==> src/rtl/fb_scanout_if.sv <==
// Signal bundle between the framebuffer scanout block and its surroundings:
// scan control, BRAM read path, bank handshake and the aligned video outputs.
interface fb_scanout_if #(
    parameter int ADDR_WIDTH = 19
) ();
    logic                  en;
    logic                  frame_done;
    logic                  DO0;
    logic                  DO1;
    logic [ADDR_WIDTH-1:0] addrRD;
    logic                  rd_bank;
    logic                  swap;
    logic                  frame_drop;
    logic                  VDEn;
    logic                  hSync;
    logic                  vSync;
    logic [23:0]           pixel;

    modport master (
        output en, frame_done, DO0, DO1,
        input  addrRD, rd_bank, swap, frame_drop, VDEn, hSync, vSync, pixel
    );

    modport slave (
        input  en, frame_done, DO0, DO1,
        output addrRD, rd_bank, swap, frame_drop, VDEn, hSync, vSync, pixel
    );
endinterface

==> src/rtl/fb_scanout.sv <==
// Read side of a double-buffered 1-bit framebuffer: raster timing, linear BRAM
// addressing, 3-cycle aligned RGB output and display/draw bank ownership.
module fb_scanout #(
    parameter int          ADDR_WIDTH = 19,
    parameter int          H_ACTIVE   = 640,
    parameter int          H_FP       = 16,
    parameter int          H_SYNC     = 96,
    parameter int          H_TOTAL    = 800,
    parameter int          V_ACTIVE   = 480,
    parameter int          V_FP       = 10,
    parameter int          V_SYNC     = 2,
    parameter int          V_TOTAL    = 525,
    parameter logic [23:0] FG_COLOR   = 24'h00FF00
) (
    input logic         clk,
    input logic         rst,
    fb_scanout_if.slave bus
);
    localparam int XW = $clog2(H_TOTAL + 1);
    localparam int YW = $clog2(V_TOTAL + 1);

    localparam logic [XW-1:0] X_ZERO = {XW{1'b0}};
    localparam logic [XW-1:0] X_ONE  = XW'(1);
    localparam logic [XW-1:0] X_ACT  = XW'(H_ACTIVE);
    localparam logic [XW-1:0] X_HSB  = XW'(H_ACTIVE + H_FP);
    localparam logic [XW-1:0] X_HSE  = XW'(H_ACTIVE + H_FP + H_SYNC);
    localparam logic [XW-1:0] X_LAST = XW'(H_TOTAL - 1);

    localparam logic [YW-1:0] Y_ZERO = {YW{1'b0}};
    localparam logic [YW-1:0] Y_ONE  = YW'(1);
    localparam logic [YW-1:0] Y_ACT  = YW'(V_ACTIVE);
    localparam logic [YW-1:0] Y_VSB  = YW'(V_ACTIVE + V_FP);
    localparam logic [YW-1:0] Y_VSE  = YW'(V_ACTIVE + V_FP + V_SYNC);
    localparam logic [YW-1:0] Y_LAST = YW'(V_TOTAL - 1);

    localparam logic [ADDR_WIDTH-1:0] A_ZERO = {ADDR_WIDTH{1'b0}};
    localparam logic [ADDR_WIDTH-1:0] A_ONE  = ADDR_WIDTH'(1);
    localparam logic [23:0]           BG     = 24'h000000;

    logic [XW-1:0]         cnt_x_q, cnt_x_d;
    logic [YW-1:0]         cnt_y_q, cnt_y_d;
    logic [ADDR_WIDTH-1:0] lin_q, lin_d;
    logic [ADDR_WIDTH-1:0] addr_q, addr_d;
    logic                  rd_bank_q, rd_bank_d;
    logic                  pending_q, pending_d;
    logic                  swap_q, swap_d;
    logic                  drop_q, drop_d;
    // Pipe fields: {bank, vs, hs, act}
    logic [3:0]            pipe1_q, pipe1_d;
    logic [3:0]            pipe2_q, pipe2_d;
    logic                  vden_q, vden_d;
    logic                  hsync_q, hsync_d;
    logic                  vsync_q, vsync_d;
    logic [23:0]           pixel_q, pixel_d;

    logic act0_s, hs0_s, vs0_s, x_wrap_s, frame_end_s, swap_ev_s, swap_req_s, bit_s;

    // Stage-0 raster decode from the current counter position.
    always_comb begin
        act0_s      = bus.en && (cnt_x_q < X_ACT) && (cnt_y_q < Y_ACT);
        hs0_s       = bus.en && (cnt_x_q >= X_HSB) && (cnt_x_q < X_HSE);
        vs0_s       = bus.en && (cnt_y_q >= Y_VSB) && (cnt_y_q < Y_VSE);
        x_wrap_s    = (cnt_x_q == X_LAST);
        frame_end_s = x_wrap_s && (cnt_y_q == Y_LAST);
        swap_ev_s   = bus.en && (cnt_x_q == X_ZERO) && (cnt_y_q == Y_VSB);
        swap_req_s  = pending_q || bus.frame_done;
        bit_s       = pipe2_q[3] ? bus.DO1 : bus.DO0;
    end

    // Counters, address generator and the 3-deep alignment pipeline.
    always_comb begin
        cnt_x_d = cnt_x_q;
        cnt_y_d = cnt_y_q;
        lin_d   = lin_q;
        addr_d  = addr_q;
        pipe1_d = pipe1_q;
        pipe2_d = pipe2_q;
        vden_d  = vden_q;
        hsync_d = hsync_q;
        vsync_d = vsync_q;
        pixel_d = pixel_q;
        if (bus.en) begin
            if (x_wrap_s) begin
                cnt_x_d = X_ZERO;
                cnt_y_d = (cnt_y_q == Y_LAST) ? Y_ZERO : (cnt_y_q + Y_ONE);
            end else begin
                cnt_x_d = cnt_x_q + X_ONE;
            end
            // Restart at the very last blanking pixel so each frame begins at 0.
            if (frame_end_s) begin
                lin_d = A_ZERO;
            end else if (act0_s) begin
                lin_d = lin_q + A_ONE;
            end else begin
                lin_d = lin_q;
            end
            addr_d  = act0_s ? lin_q : addr_q;
            pipe1_d = {rd_bank_q, vs0_s, hs0_s, act0_s};
            pipe2_d = pipe1_q;
            vden_d  = pipe2_q[0];
            hsync_d = pipe2_q[1];
            vsync_d = pipe2_q[2];
            pixel_d = (pipe2_q[0] && bit_s) ? FG_COLOR : BG;
        end else begin
            cnt_x_d = X_ZERO;
            cnt_y_d = Y_ZERO;
            lin_d   = A_ZERO;
            addr_d  = A_ZERO;
            pipe1_d = 4'b0000;
            pipe2_d = 4'b0000;
            vden_d  = 1'b0;
            hsync_d = 1'b0;
            vsync_d = 1'b0;
            pixel_d = BG;
        end
    end

    // Bank ownership: swap at vsync start when the drawing side has finished.
    always_comb begin
        rd_bank_d = rd_bank_q;
        pending_d = pending_q;
        swap_d    = 1'b0;
        drop_d    = 1'b0;
        if (swap_ev_s && swap_req_s) begin
            rd_bank_d = ~rd_bank_q;
            pending_d = 1'b0;
            swap_d    = 1'b1;
        end else if (bus.frame_done) begin
            pending_d = 1'b1;
            drop_d    = pending_q;
        end else begin
            pending_d = pending_q;
        end
    end

    // State registers.
    always_ff @(posedge clk or negedge rst) begin
        if (!rst) begin
            cnt_x_q   <= X_ZERO;
            cnt_y_q   <= Y_ZERO;
            lin_q     <= A_ZERO;
            addr_q    <= A_ZERO;
            rd_bank_q <= 1'b0;
            pending_q <= 1'b0;
            swap_q    <= 1'b0;
            drop_q    <= 1'b0;
            pipe1_q   <= 4'b0000;
            pipe2_q   <= 4'b0000;
            vden_q    <= 1'b0;
            hsync_q   <= 1'b0;
            vsync_q   <= 1'b0;
            pixel_q   <= BG;
        end else begin
            cnt_x_q   <= cnt_x_d;
            cnt_y_q   <= cnt_y_d;
            lin_q     <= lin_d;
            addr_q    <= addr_d;
            rd_bank_q <= rd_bank_d;
            pending_q <= pending_d;
            swap_q    <= swap_d;
            drop_q    <= drop_d;
            pipe1_q   <= pipe1_d;
            pipe2_q   <= pipe2_d;
            vden_q    <= vden_d;
            hsync_q   <= hsync_d;
            vsync_q   <= vsync_d;
            pixel_q   <= pixel_d;
        end
    end

    assign bus.addrRD     = addr_q;
    assign bus.rd_bank    = rd_bank_q;
    assign bus.swap       = swap_q;
    assign bus.frame_drop = drop_q;
    assign bus.VDEn       = vden_q;
    assign bus.hSync      = hsync_q;
    assign bus.vSync      = vsync_q;
    assign bus.pixel      = pixel_q;
endmodule

==> src/flat_wrapper.sv <==
// flat-port wrapper written by rule: the top's interface ports become plain ports
module fb_scanout_flat 
#(
    parameter int          ADDR_WIDTH = 19,
    parameter int          H_ACTIVE   = 640,
    parameter int          H_FP       = 16,
    parameter int          H_SYNC     = 96,
    parameter int          H_TOTAL    = 800,
    parameter int          V_ACTIVE   = 480,
    parameter int          V_FP       = 10,
    parameter int          V_SYNC     = 2,
    parameter int          V_TOTAL    = 525,
    parameter logic [23:0] FG_COLOR   = 24'h00FF00
)
  (clk, rst, bus_en, bus_frame_done, bus_DO0, bus_DO1, bus_addrRD, bus_rd_bank, bus_swap, bus_frame_drop, bus_VDEn, bus_hSync, bus_vSync, bus_pixel);
  fb_scanout_if #(.ADDR_WIDTH(ADDR_WIDTH)) bus_i ();
  input logic clk;
  input logic rst;
  input wire logic [$bits(bus_i.en)-1:0] bus_en;
  input wire logic [$bits(bus_i.frame_done)-1:0] bus_frame_done;
  input wire logic [$bits(bus_i.DO0)-1:0] bus_DO0;
  input wire logic [$bits(bus_i.DO1)-1:0] bus_DO1;
  output wire logic [$bits(bus_i.addrRD)-1:0] bus_addrRD;
  output wire logic [$bits(bus_i.rd_bank)-1:0] bus_rd_bank;
  output wire logic [$bits(bus_i.swap)-1:0] bus_swap;
  output wire logic [$bits(bus_i.frame_drop)-1:0] bus_frame_drop;
  output wire logic [$bits(bus_i.VDEn)-1:0] bus_VDEn;
  output wire logic [$bits(bus_i.hSync)-1:0] bus_hSync;
  output wire logic [$bits(bus_i.vSync)-1:0] bus_vSync;
  output wire logic [$bits(bus_i.pixel)-1:0] bus_pixel;
  assign bus_i.en = bus_en;
  assign bus_i.frame_done = bus_frame_done;
  assign bus_i.DO0 = bus_DO0;
  assign bus_i.DO1 = bus_DO1;
  assign bus_addrRD = bus_i.addrRD;
  assign bus_rd_bank = bus_i.rd_bank;
  assign bus_swap = bus_i.swap;
  assign bus_frame_drop = bus_i.frame_drop;
  assign bus_VDEn = bus_i.VDEn;
  assign bus_hSync = bus_i.hSync;
  assign bus_vSync = bus_i.vSync;
  assign bus_pixel = bus_i.pixel;
  fb_scanout #(.ADDR_WIDTH(ADDR_WIDTH), .H_ACTIVE(H_ACTIVE), .H_FP(H_FP), .H_SYNC(H_SYNC), .H_TOTAL(H_TOTAL), .V_ACTIVE(V_ACTIVE), .V_FP(V_FP), .V_SYNC(V_SYNC), .V_TOTAL(V_TOTAL), .FG_COLOR(FG_COLOR)) u_core (.clk(clk), .rst(rst), .bus(bus_i));
endmodule
==> config.mk <==
export PLATFORM = sky130hd
export DESIGN_NAME = fb_scanout_flat
export DESIGN_NICKNAME = d
export VERILOG_FILES = /design/src/rtl/fb_scanout_if.sv /design/src/rtl/fb_scanout.sv /design/src/flat_wrapper.sv
export SDC_FILE = /design/constraint.sdc
export NUM_CORES = 1
export LEC_CHECK = 0
export ABC_AREA = 1
export CORE_ASPECT_RATIO = 0.75
export CORE_UTILIZATION = 55
export CTS_CLUSTER_SIZE = 40
export DETAILED_ROUTE_END_ITERATION = 16
export GPL_TIMING_DRIVEN = 0
export PLACE_DENSITY = 0.81
export SLEW_MARGIN = 10
export SYNTH_ARGS = -nofsm -noshare
export SYNTH_HDL_FRONTEND = slang
export SYNTH_SLANG_ARGS = --single-unit
==> constraint.sdc <==
create_clock -name clk -period 1.9 [get_ports clk]
set_input_delay 0.19 -clock clk [delete_from_list [all_inputs] [get_ports clk]]
set_output_delay 0.19 -clock clk [all_outputs]
set_load 0.01 [all_outputs]
; ---- After elaboration in Yosys (flattened, before gate mapping)
; Cells that the tools add are included.
[totals]
regBits = 97
in_bits = 6
out_inout_bits = 49
wordCells = 67
[op_classes]
addsub = 3
order_cmp = 6
n_eq_ne = 6
muxes = 23
n_bitwise = 1
n_reduce_logical = 14
[op_table]
columns = operator, count
row1 = 19-bit 2-to-1 mux, 5
row2 = 10-bit 2-to-1 mux, 5
row3 = 24-bit 2-to-1 mux, 1
row4 = "10-bit by 1-bit adder with 10-bit output, second input constant", 2
row5 = "10-bit == test, second input constant", 2
row6 = "10-bit < comparator, second input constant", 2
row7 = "10-bit by 9-bit < comparator with 1-bit output, second input constant", 2
row8 = "19-bit by 1-bit adder with 19-bit output, second input constant", 1
row9 = 16-bit 2-to-1 mux, 1
row10 = 1-bit logical AND, 11
row11 = "10-bit by 9-bit == test with 1-bit output, second input constant", 1
row12 = "10-bit greater-or-equal comparator, second input constant", 1
row13 = "10-bit by 9-bit greater-or-equal comparator with 1-bit output, second input constant", 1
row14 = 10-bit zero test, 1
row15 = 1-bit 2-to-1 mux, 9
row16 = 4-bit 2-to-1 mux, 2
row17 = "2-bit by 1-bit inequality test with 1-bit output, second input constant", 2
row18 = "3-bit by 1-bit inequality test with 1-bit output, second input constant", 1
row19 = 2-bit nonzero test, 1
row20 = 1-bit logical OR, 1
row21 = 1-bit inverter, 1

; ---- Longest topological paths before layout
; Gate-level depths: netlist (run 1).
[depth]
word_depth = 6
mapped_depth = 11
depth_no_buf = 11

; ---- Worst setup path after synthesis (run 1)
; Ideal clock, no wire load.
[synth_path]
path_type = reg-to-reg
from = register u_core.cnt_x_q[0]
to = register u_core.lin_q[2]
setup_time_ns = 0.118
arrival_time_ns = 1.358
required_time_ns = 1.782
path_slack_ns = 0.424
stages_incl_launch_ff = 10
n_path_buf = 1
synth_period_minus_slack_ns = 1.476
path_cell_list = dfrtp_1 ha_1 nand2_2 nor2_2 nand2_2 nor2_4 nand2_2 buf_2 nand3_1 nand2_1
[synth_between]
elab_chain_cells = 4
word_cells_on_any_way = 8
classes_between = order compare (1) / eq/ne (2) / mux (2) / reduce/logical (3)
[synth_lines]
columns = item, line_no
row1 = "start, declared", fb_scanout.sv:40  ; logic [XW-1:0] cnt_x_q, cnt_x_d;
row2 = "start signal, assigned", fb_scanout.sv:154  ; cnt_x_q <= cnt_x_d;
row3 = 10-bit < comparator / 10-bit == test (equally long branches), "fb_scanout.sv:60, fb_scanout.sv:63"
row4 = "1-bit logical AND, on equally long branches", "fb_scanout.sv:60, fb_scanout.sv:64"
row5 = 1-bit logical AND / 19-bit 2-to-1 mux (equally long branches), "fb_scanout.sv:60, fb_scanout.sv:90"
row6 = 3-bit by 1-bit inequality test with 1-bit output (no source line) / 19-bit 2-to-1 mux (equally long branches), -
row7 = "end signal, assigned", fb_scanout.sv:156  ; lin_q <= lin_d;
row8 = "end, declared", fb_scanout.sv:42  ; logic [ADDR_WIDTH-1:0] lin_q, lin_d;
; Parallel ways exist; a longest one is shown, timed or not.
; A chain may end at the register's enable or synchronous reset.

; ---- Final worst setup path (run 1)
[layout_path]
from = register u_core.cnt_x_q[0]
to = register u_core.cnt_y_q[4]
[layout_between]
elab_chain_cells = 2
[layout_lines]
columns = item, line_no
row1 = 10-bit == test, fb_scanout.sv:63  ; x_wrap_s = (cnt_x_q == X_LAST);
row2 = 2-bit by 1-bit inequality test with 1-bit output (no source line), -
row3 = "end signal, assigned", fb_scanout.sv:155  ; cnt_y_q <= cnt_y_d;
row4 = "end, declared", fb_scanout.sv:41  ; logic [YW-1:0] cnt_y_q, cnt_y_d;
; No other way between the ends.

==> results.ini, run 1 <==
[clock_network]
cts_max_level=3
clk_latency_ns=0.35
clockBufferDepth=2
cts_sinks=74
cts-root-buf=clkbuf_8
cts_tree=yes
cts_buffers=9
path_clk_slew_ns=0.08

[timing]
fin_crit_ns=1.75
setup_violations=0
hold_viol_final=0
slew_viol_final=0
worst_pin_slew_ns=0.513
fin_setup_tns_ns=0
finClkSkew_ns=0.0111
min_period_over_period_pct=92.3
max_clock_freq_mhz=570
max_slew_margin_pct=65.7
grt_setup_unrepaired=false

[finish]
layout_commonest_cell=nand2_1
diodes=0
fin_cells=676
layout-drive-gt1-share_pct=13.0
syn_to_final_growth_pct=20.1
layout_common_cells=nand2_1 (124), dfrtp_1 (74), inv_1 (61)
utilization_pct=69.0
nNetsFinal=585

[logic_synthesis]
ys_warn_count=0
syn_area_per_cell_um2=7.81
ys_types=34
ys_ff_latch=74
syn-cell-area_um2=3960
synth_cells=507
seq_area_frac_synth_pct=46.8

[grt]
grt_max_degree=39
antenna_found_initial=0
grt_pass1_wl_mm=14.4
first_global_vias=3088
grt.overflow.total=0
grt_util_all_layers_pct=25.1

[drt]
wl_per_cell_um=13.0
first_pass_iters=5
drc_errors=0
vias=3468
drt_iter0_drc=262
postRouteAntennaNets=0
drt-total-wl_mm=8.80
via_per_inst=5.13

[critical_path]
crit_type=flop to flop
startpoint=u_core.cnt_x_q[0]
reg2reg_slack_ns=0.15
r2r-end=u_core.cnt_y_q[4]
reg2regPathDepth=10
crit_arrival_ns=1.98
cp_slowest_stage_delay_ns=0.41
r2r-start=u_core.cnt_x_q[0]
cp_max_fo=10
worstSetupEndpointType=flop
cp_slowest_cell=dfrtp_1
worstPathRequired_ns=2.13
crit_path_start_kind=flop
crit_chain=ha_1, nand2_2, nor2_4, nand4_1, buf_4, nand2_4, inv_2, buf_4, nand2_1, o21ai_0
cpMostUsedCell=buf_4
crit_end=u_core.cnt_y_q[4]

[power_and_ir_drop]
power_frac_comb_pct=9.2
p_clk_share_pct=37.6
pwr-share-seq_pct=53.2
p_leak_nw=2.38
swShare_pct=25.2
max-vdd-ir-drop_mv=0.436
power.total_mw=3.12
power_density_nw_per_um2=655
p_switching_mw=0.785
intPower_mw=2.33

[run_status]
status=finished, final reports clean

[placed_design]
gp_congestion=0.874
place_inst=659
port_buffers=38
hpwl_mm=6.24

[die]
initial_core_util_pct=57.4
core_area_um2=6900
num_io_pins=55
die_w_um=100
row_count=26
die_h_um=75.5
dieArea_um2=7550

[flow_run]
maxCapViolations=0

[worst_hold_path]
hold_path.class=input port to async pin

worst max-delay path, delay by kind of cell (launching register included):
| family | cells | cell delay (ns) |
|---|---|---|
| AO/OA/AOI/OAI | 1 | 0.08 |
| AND/OR/NAND/NOR | 5 | 0.51 |
| buffers and inverters | 3 | 0.44 |
| adder cells (fa/ha/maj) | 1 | 0.20 |
| flip-flops | 1 | 0.41 |
area by class of cell:
type	count	area, um2
fillers	563	2140
flip-flops and latches	74	1850
multi-input cells	348	1690
repair buffers	41	415
plain buffers	35	254
inverters	65	244
clock buffers	9	124
well taps	98	123
clock inverters	6	58.8
cells by family after synthesis:
logic type                 count (synthesis)  synth area share (%)
other                                      1                0.0947
buffers and inverters                    100                  12.6
AOI/OAI and AO/OA                         45                  6.19
muxes                                      1                 0.253
xor gates and xnor gates                   8                  1.77
DFF                                       74                  46.8
and+or+nand+nor                          273                  30.8
adders and majority gates                  5                  1.58
cell usage after synthesis:
| cell type | instances | area [um2] |
|---|---|---|
| a21oi_1 | 4 | 20.0 |
| a21oi_4 | 1 | 16.3 |
| a31oi_1 | 1 | 6.26 |
| buf_2 | 4 | 20.0 |
| buf_4 | 25 | 188 |
| buf_6 | 3 | 33.8 |
| clkbuf_1 | 2 | 7.51 |
| clkbuf_2 | 1 | 5.00 |
| conb_1 | 1 | 3.75 |
| dfrtp_1 | 74 | 1850 |
| ha_1 | 5 | 62.6 |
| inv_1 | 61 | 229 |
| inv_2 | 4 | 15.0 |
| mux2i_1 | 1 | 10.0 |
| nand2_1 | 124 | 465 |
| nand2_2 | 6 | 37.5 |
| nand2_4 | 1 | 11.3 |
| nand3_1 | 47 | 235 |
| nand3_2 | 1 | 10.0 |
| nand3b_1 | 1 | 7.51 |
| nand4_1 | 20 | 125 |
| nor2_1 | 56 | 210 |
| nor2_2 | 7 | 43.8 |
| nor2_4 | 2 | 22.5 |
| nor3_1 | 5 | 25.0 |
| nor3b_2 | 1 | 12.5 |
| nor4_1 | 1 | 6.26 |
| o21ai_0 | 32 | 160 |
| o21ai_1 | 4 | 20.0 |
| o21ai_2 | 1 | 8.76 |
| o21bai_1 | 1 | 7.51 |
| o22ai_1 | 1 | 6.26 |
| or2_1 | 1 | 6.26 |
| xor2_1 | 8 | 70.1 |
power by group through the flow:
stage / logic, mW / registers (mW) / clock network (mW)
after floorplan: 0.161 / 1.69 / 0
after global placement: 0.271 / 1.69 / 0
after detailed placement: 0.285 / 1.69 / 0
after CTS: 0.289 / 1.66 / 1.20
after global routing: 0.330 / 1.67 / 1.27
final: 0.287 / 1.66 / 1.17
per-stage QoR:
step                      setup slack (ns)  instance area (um2)  hold WS [ns]
after floorplan                      0.424                 4020        -0.106
after global placement               -1.85                 4520         0.414
after detailed placement           -0.0313                 4540         0.178
after CTS                           0.0595                 4730         0.331
after global routing                0.0289                 4760         0.381
final                                0.147                 4760         0.330
sequential cells by signal, indices dropped and copies added, names as in the netlist, 4 cells and up:
name and count:
u_core.cnt_x_q 10, u_core.pipe2_q 4, u_core.bus.addrRD 19, u_core.lin_q 19
u_core.cnt_y_q 10, u_core.pipe1_q 4
what timing repair did:
action | in CTS | in global routing
setup endpoints to repair | 0 | 22
hold endpoints to repair | 36 | 0
hold buffers | 1 | 0
gates resized for setup | 0 | 4
setup buffers | 0 | 1
per-layer routing:
metal  routed length (um)  vias to the layer above  global-route usage, %
li1                     -                     1702                      -
met1                 4020                     1603                   34.5
met2                 3960                      146                   40.2
met3                  702                       17                   6.33
met4                  112                        0                   7.25
met5                    0                        -                      0
worst min-delay path by stage:
| stage | slack (ns) | cells after the start | endpoint | start |
|---|---|---|---|---|
| floorplan | -0.11 | 0 | u_core.bus.VDEn | rst |
| global route | 0.38 | 2 | u_core.lin_q[14] | rst |
| detailed placement | 0.18 | 1 | u_core.lin_q[14] | rst |
| global placement | 0.41 | 2 | u_core.bus.vSync | u_core.pipe2_q[2] |
| CTS | 0.33 | 2 | u_core.bus.VDEn | rst |
| finish | 0.33 | 2 | u_core.bus.VDEn | rst |
Note: power is estimated with default switching activity, not from simulation.
==> run 2: changes to the inputs <==
- CTS_BUF_LIST: default -> sky130_fd_sc_hd__clkbuf_16
==> results.ini, run 2 (synthesis gave the netlist of run 1 again) <==
[critical_path]
crit_arrival_ns=1.95  ; -0.03 ns
startpoint=u_core.cnt_x_q[0]
crit_end=u_core.cnt_y_q[4]
r2r-end=u_core.cnt_y_q[4]
worstPathRequired_ns=2.11  ; -0.02 ns
crit_path_start_kind=flop
worstSetupEndpointType=flop
crit_type=flop to flop
reg2regPathDepth=10  ; unchanged
cp_max_fo=10  ; unchanged
reg2reg_slack_ns=0.15  ; about the same
r2r-start=u_core.cnt_x_q[0]

[grt]
grt_max_degree=39  ; unchanged
grt.overflow.total=0  ; unchanged
first_global_vias=3147  ; +1.9%
grt_util_all_layers_pct=25.7  ; +0.59 points
antenna_found_initial=0  ; unchanged
grt_pass1_wl_mm=14.8  ; +2.7%

[finish]
layout_common_cells=nand2_1 (124), dfrtp_1 (74), inv_1 (61)
diodes=0  ; unchanged
layout-drive-gt1-share_pct=13.0  ; unchanged
syn_to_final_growth_pct=22.7
layout_commonest_cell=nand2_1
fin_cells=676  ; unchanged
nNetsFinal=585  ; unchanged

[placed_design]
hpwl_mm=6.24  ; unchanged
place_inst=659  ; unchanged
gp_congestion=0.874  ; unchanged
place_ws_ns=-0.0313  ; unchanged
port_buffers=38  ; unchanged

[die]
initial_core_util_pct=57.4  ; unchanged
die_w_um=100  ; unchanged
num_io_pins=55  ; unchanged
core_area_um2=6900  ; unchanged
dieArea_um2=7550  ; unchanged
die_h_um=75.5  ; unchanged
row_count=26  ; unchanged

[drt]
drt-total-wl_mm=9.01  ; +2.4%
first_pass_iters=5  ; unchanged
drc_errors=0  ; unchanged
drt_iter0_drc=297  ; +13%
via_per_inst=5.13  ; about the same
vias=3466  ; -0.058%
postRouteAntennaNets=0  ; unchanged
wl_per_cell_um=13.3  ; +2.4%

[worst_hold_path]
hold_path.class=input port to async pin

[clock_network]
path_clk_slew_ns=0.06  ; -0.02 ns
clk_latency_ns=0.33  ; -0.02 ns
cts_tree=yes
cts_max_level=3  ; unchanged
cts_buffers=9  ; unchanged
clockBufferDepth=2  ; unchanged
cts-root-buf=clkbuf_16
cts_sinks=74  ; unchanged

[flow_run]
maxCapViolations=0  ; unchanged

[timing]
timing.final.ws_setup_ns=0.155  ; +0.00819 ns
setup_violations=0  ; unchanged
finClkSkew_ns=0.00861  ; -0.00254 ns
holdWs_ns=0.355  ; +0.0251 ns
worst_pin_slew_ns=0.521  ; +0.00794 ns
hold_viol_final=0  ; unchanged
fin_crit_ns=1.75  ; -0.00819 ns
max_slew_margin_pct=65.2  ; -0.53 points
max_clock_freq_mhz=573  ; +0.47%
grt_setup_unrepaired=false
min_period_over_period_pct=91.9  ; -0.43 points
slew_viol_final=0  ; unchanged

[run_status]
status=finished, final reports clean

[power_and_ir_drop]
max-vdd-ir-drop_mv=0.492  ; +13%
power.total_mw=3.60  ; +15%
p_leak_nw=2.42  ; +1.9%
power_density_nw_per_um2=740  ; +13%

## run 2: cell types whose count changed in the layout (fill, tap and decap cells not counted)
| cell | delta |
|---|---|
| clkbuf_16 | +9 |
| clkbuf_8 | -9 |
## run 2: worst min-delay path by stage
stage                             endpoint  slack, ns  depth (start not counted)
final                      u_core.bus.VDEn       0.35                          2
after global routing      u_core.lin_q[14]       0.42                          2
after CTS                  u_core.bus.VDEn       0.37                          2
after detailed placement  u_core.lin_q[14]       0.18                          1
after global placement    u_core.bus.vSync       0.41                          2
after floorplan            u_core.bus.VDEn      -0.11                          0
## run 2: final cells by class
cell class | count | area, um2
fill | 559 | 2040
multi-input combinational | 348 | 1690
timing repair buffer | 41 | 415
clock buffer | 9 | 225
buffer | 35 | 254
inverter | 65 | 244
sequential | 74 | 1850
tap | 98 | 123
clock inverter | 6 | 58.8
## run 2: power breakdown
group | internal [mW] | switching [mW]
clock | 1.00 | 0.645
combinational | 0.123 | 0.165
sequential | 1.62 | 0.0410
total | 2.74 | 0.851
## run 2: metal layers
layer	track usage [%]	share of wire, %
met1	34.9	45
met2	41.8	46
met3	5.78	8.4
met4	8.21	1.0
met5	0	0
## run 2: through the flow
stage	setup TNS, ns	util (%)	area (um2)
5_1_grt	0	70.4	4860
4_1_cts	0	70.0	4830
6_report	0	70.4	4860
2_1_floorplan	0	-	4020
3_5_place_dp	-0.0610	65.8	4540
3_3_place_gp	-136.89	65.5	4520
## run 2: repair_timing
| item | in CTS | in global routing |
|---|---|---|
| endpoints found under the setup margin | 0 | 22 |
| resized for setup | 0 | 4 |
| buffers inserted | 0 | 1 |
| hold buffers | 1 | 0 |
| endpoints found under the hold margin | 36 | 0 |
## run 2: worst max-delay path, cell delays in order (launching register included)
cell and delay (ns):
dfrtp_1 0.40, ha_1 0.20, nand2_2 0.08, nor2_4 0.14
nand4_1 0.12, buf_4 0.17, nand2_4 0.11, inv_2 0.08
buf_4 0.18, nand2_1 0.06, o21ai_0 0.08
